==> src/rtl/reg_pipe_arst.sv <==
// Elastic pipeline register: DEPTH valid-tagged stages under valid/ready,
// with bubble collapsing, clock enable, synchronous clear and occupancy count.
module reg_pipe_arst #(
    parameter int               WIDTH = 8,
    parameter int               DEPTH = 3,
    parameter logic [WIDTH-1:0] INIT  = '0
) (
    input  logic                       real_clk,
    input  logic                       real_rst,
    input  logic                       ce,
    input  logic                       clr,
    input  logic                       in_valid,
    output logic                       in_ready,
    input  logic [WIDTH-1:0]           in_data,
    output logic                       out_valid,
    input  logic                       out_ready,
    output logic [WIDTH-1:0]           out_data,
    output logic [$clog2(DEPTH+1)-1:0] count
);

    localparam int CW = $clog2(DEPTH + 1);

    logic [WIDTH-1:0] data_q [DEPTH];
    logic [DEPTH-1:0] v_q;
    logic [DEPTH-1:0] rdy;
    logic [CW-1:0]    count_q;
    logic             run;
    logic             in_xfer;
    logic             out_xfer;

    // Stage k may load when it or any stage after it is empty,
    // or when the consumer takes the last word.
    always_comb begin : ready_chain
        logic acc;
        rdy = '0;
        acc = out_ready;
        for (int k = DEPTH - 1; k >= 0; k--) begin
            acc    = acc | ~v_q[k];
            rdy[k] = acc;
        end
    end

    assign run       = ce & ~clr;
    assign in_ready  = run & rdy[0] & ~real_rst;
    assign in_xfer   = in_valid & in_ready;
    assign out_xfer  = v_q[DEPTH-1] & out_ready & run;
    assign out_valid = v_q[DEPTH-1];
    assign out_data  = data_q[DEPTH-1];
    assign count     = count_q;

    always_ff @(posedge real_clk or posedge real_rst) begin
        if (real_rst) begin
            for (int k = 0; k < DEPTH; k++) begin
                data_q[k] <= INIT;
            end
            v_q     <= '0;
            count_q <= '0;
        end else if (clr) begin
            for (int k = 0; k < DEPTH; k++) begin
                data_q[k] <= INIT;
            end
            v_q     <= '0;
            count_q <= '0;
        end else if (ce) begin
            if (rdy[0]) begin
                data_q[0] <= in_data;
                v_q[0]    <= in_valid;
            end
            for (int k = 1; k < DEPTH; k++) begin
                if (rdy[k]) begin
                    data_q[k] <= data_q[k-1];
                    v_q[k]    <= v_q[k-1];
                end
            end
            count_q <= count_q + CW'(in_xfer) - CW'(out_xfer);
        end
    end

endmodule

==> config.mk <==
export PLATFORM = sky130hd
export DESIGN_NAME = reg_pipe_arst
export DESIGN_NICKNAME = d
export VERILOG_FILES = /design/src/rtl/reg_pipe_arst.sv
export SDC_FILE = /design/constraint.sdc
export NUM_CORES = 1
export LEC_CHECK = 0
export CORE_ASPECT_RATIO = 1.75
export CORE_MARGIN = 2
export CORE_UTILIZATION = 52
export CTS_BUF_LIST = sky130_fd_sc_hd__clkbuf_4
export DETAILED_ROUTE_END_ITERATION = 8
export GPL_TIMING_DRIVEN = 0
export HOLD_SLACK_MARGIN = 0.06
export PLACE_DENSITY = 0.93
export REMOVE_ABC_BUFFERS = 1
export SYNTH_ARGS = -nofsm -noshare
export SYNTH_HDL_FRONTEND = slang
export SYNTH_SLANG_ARGS = --single-unit
==> constraint.sdc <==
create_clock -name real_clk -period 2.85 [get_ports real_clk]
set_input_delay 0.7125 -clock real_clk [delete_from_list [all_inputs] [get_ports real_clk]]
set_output_delay 0.7125 -clock real_clk [all_outputs]
set_load 0.05 [all_outputs]
After elaboration in Yosys (flattened, before gate mapping)
Cells that the tools add are included.

storage, ports and cells
  bits of input ports = 14
  word-level logic and storage cells = 42
  output and inout port bits = 12
  bits in registers = 29

cells by class
  add/subtract/negate cells = 2
  reduce and logical (&&, ||, !) cells = 7
  bitwise operators = 14
  multiplexer cells = 12

operator list
  cell                       count
  two-way mux 24 bit         2
  two-way mux 8 bit          3
  nonzero test 2 bit         4
  AND 1 bit                  6
  two-way mux 3 bit          2
  AND reduction 2 bit        3
  NOT 1 bit                  5
  two-way mux 2 bit          2
  two-way mux 1 bit          3
  OR 1 bit                   3
  adder 2 x 1 -> 2 bit       1
  subtractor 2 x 1 -> 2 bit  1

Depth between registers and ports, before layout
Gate-level depths: netlist of the first run.

  depth in word-level cells = 11
  gate-level depth with buffers = 11
  gate-level depth less buffers = 9

Least setup slack after synthesis of the first run
OpenSTA, ideal clock, no wires.

  path kind = input port to output port
  start point = input port real_rst
  end point = output port in_ready
  stages on the path = 2
  buffers on the path = 0
  path slack = 0.250 ns
  arrival = 1.887 ns
  data required time = 2.138 ns
  cells stage by stage = inv_1 > and2_1

between the ends
  longest elaborated chain between the ends = 2

ends and longest elaborated chain
  element      line  source
  from (decl)  9     input logic real_rst,
  NOT 1 bit    44    assign in_ready = run & rdy[0] & ~real_rst;
  AND 1 bit    44
  to (decl)    13    output logic in_ready,

Every way passes these cells.

Worst setup path in the final report of the first run
  start point = input port out_ready
  end point = output port in_ready

between the ends
  longest elaborated chain between the ends = 5

ends and longest elaborated chain
  element                 line  source
  from (decl)             16    input logic out_ready,
  OR 1 bit (3 in a row)   38    acc = acc | ~v_q[k];
  AND 1 bit (2 in a row)  44

Every way passes these cells.

==> results of run 1 <==
sequential cells by signal, indices dropped and copies added, names as in the netlist:
signal and flops:
data_q 16, out_data 8, v_q 3, count 2
report_power, final:
group | switching, uW | total (uW) | leakage, uW | internal (uW)
sequential | 9.24 | 434 | 0.000397 | 425
clock | 126 | 253 | 0.0000368 | 127
combinational | 49.1 | 85.2 | 0.000278 | 36.1
total | 184 | 772 | 0.000711 | 587
cell usage in the layout (no fill, tap or decap), types with 2 or more instances in the layout:
| cell | count |
|---|---|
| a21oi_2 | 3 |
| inv_1 | 2 |
| nand2_1 | 2 |
| a21oi_1 | 10 |
| clkdlybuf4s50_1 | 22 |
| buf_4 | 3 |
| nand3_1 | 9 |
| a22o_1 | 17 |
| clkbuf_4 | 8 |
| o21ai_0 | 9 |
| nand2b_1 | 3 |
| ha_1 | 2 |
| dfrtp_1 | 29 |
| nor2_1 | 4 |
worst max path at each step:
stage | from | end | cells after the start
floorplan | real_rst | in_ready | 2
global route | out_ready | count[1] | 11
finish | out_ready | in_ready | 5
detailed placement | ce | in_ready | 5
global placement | ce | in_ready | 5
CTS | clr | in_ready | 5
per-layer routing:
| metal | global-route usage, % | vias up | routed length (um) |
|---|---|---|---|
| met2 | 38.5 | 29 | 1540 |
| li1 | - | 453 | - |
| met3 | 4.91 | 7 | 122 |
| met4 | 11.1 | 0 | 57 |
| met5 | 0 | - | 0 |
| met1 | 21.3 | 471 | 987 |
critical path, delay by kind of cell:
kind | cells | cell delay (ns)
buffers and inverters | 2 | 0.80
AND/OR/NAND/NOR | 3 | 0.47
final cells by class:
class / count / area, um2
Timing Repair Buffer: 28 / 264
Timing Repair inverter: 1 / 5.00
Sequential cell: 29 / 726
Clock buffer: 8 / 60.1
Multi-Input combinational cell: 69 / 465
Inverter: 3 / 15.0
Tap cell: 25 / 31.3
Fill cell: 180 / 764
stage by stage:
stage	setup WS, ns	instances
2_1_floorplan	0.250	101
3_3_place_gp	-1.26	151
3_5_place_dp	-1.35	151
4_1_cts	0.0225	162
5_1_grt	0.0473	163
6_report	0.148	163
what timing repair did:
| item | CTS | global route |
|---|---|---|
| gates resized for setup | 10 | 4 |
| pin swaps | 0 | 0 |
| endpoints found under the hold margin | 0 | 0 |
| endpoints found under the setup margin | 3 | 1 |
| gates cloned | 1 | 0 |
| buffers inserted | 2 | 1 |
cells by family after synthesis:
family                   synth area share (%)
flip-flops                               56.3
buffers and inverters                    8.15
AND/OR/NAND/NOR                          9.42
AO/OA/AOI/OAI                            22.7
XOR/XNOR                                0.680
multiplexers                            0.777
adder cells (fa/ha/maj)                  1.94
==> qor.txt, run 1 <==
Congestion Overflow GR - 0
Largest net degree at the start of global routing - 19
# rows - 23
Mean post-synth cell area - 11.1 um2
Mapped cell area - 0.00129 mm2
Final WL - 2.70 mm
Area growth syn-to-layout - 21.6%
Pleak - 0.000711 uW
Worst path max stage delay - 0.55 ns
Hold_buf cts - 0
Pins over their slew limit - 0
Seq/Total Area, Yosys - 56.3%
Drt first-iter violations - 20
Initial Util - 55.3%
HPWL Detailed - 1.82 mm
Power Total - 772 uW
Worst EP arrival - 1.99 ns
Synth async-reset ratio - 100%
EDFF count, synth - 0
DRC violations left - 0
Drt first pass iters - 4
Detail Route Antenna Nets - 0
Nets@finish - 153
Worst reg2reg path startpoint - v_q[2]
Skew final - 0.00817 ns
Worst-path fanout max - 6
CTS tree - yes
Die area - 0.00291 mm2
Ys flop type - dfrtp_1
All-layer global routing usage - 21.1%
Yosys cell types - 24
Core area - 0.00233 mm2
Setup slack, reg-to-reg - 0.66 ns
Share of cells above drive strength 1 - 14.5%
Yosys warns - 0
Setup TNS - 0 ns
Commonest cells post-synth - dfrtp_1 (29), a22o_1 (17), a21oi_1 (10)
Final-report hold violation count - 0
Top cell type's share of synthesized area - 56.3%
Port bufs - 25
CTS Buf Count - 5
CTS Sinks - 29
CP max stage cell - clkdlybuf4s50_1
Setup violators final - 0
FMAX - 370 MHz
Hold depth - 1
Pwr Density - 493 mW/mm2
CTS H-tree depth - 2
Synth Register Bits - 29
Headroom to the max-slew limit - 54.6%
CTS root buf - clkbuf_4
Worst-path cell chain - clkdlybuf4s50_1 -> nand4b_1 -> nor2b_4 -> and2_1 -> buf_2
Hold Slack - 0.502 ns
Clk buf depth - 2
Main area contributors after synthesis - dfrtp_1 (56%), a22o_1 (12%), buf_4 (5.2%)
WL/cell - 16.6 um
Ant diodes - 0
Worst-Margin Slew - 0.677 ns
Req. time, crit path - 2.14 ns
Status - finished, final reports clean
Tmin final - 2.70 ns
Startpoint types - input port
DIE HEIGHT - 69.9 um
Final period util - 94.8%
Ports - 26
Vias/cell - 5.89
CP Class - in2out
Leading area contributor after synthesis - dfrtp_1
DR vias - 960
Reg clk slew, reported paths - 0.07 ns
Final core utilization - 67.2%
Hold EP - data_q[19]
Worst skew pair latency - 0.32 ns
Dominant cell by count in the synthesized netlist - dfrtp_1
Gp weighted congestion - 0.818
Peak supply drop - 0.390 mV
Worst Hold Launch - data_q[19]
Placed Area - 0.00148 mm2
Synth Instances - 116
RSZ-0062 raised after global routing - no
Chip Width - 41.6 um
Reg2Reg Depth - 10
First-pass GRT wire length - 4.58 mm
Min-delay worst type - reg2reg
Vias in the first global route - 1,013
Reg2reg end - count[1]
Post-route cell area - 0.00157 mm2
Maxcap violations - 0
CP Capture Type - primary output
Initial antenna violation count - 0
Note: power is estimated with default switching activity, not from simulation.
==> inputs of run 2 (changes only) <==
--- a/config.mk
+++ b/config.mk
@@ -9,6 +9,7 @@
 export CORE_MARGIN = 2
 export CORE_UTILIZATION = 52
 export CTS_BUF_LIST = sky130_fd_sc_hd__clkbuf_4
+export CTS_CLUSTER_SIZE = 25
 export DETAILED_ROUTE_END_ITERATION = 8
 export GPL_TIMING_DRIVEN = 0
 export HOLD_SLACK_MARGIN = 0.06
==> results of run 2 <==
Final layout, timing and power as in run 1 (identical DEF).
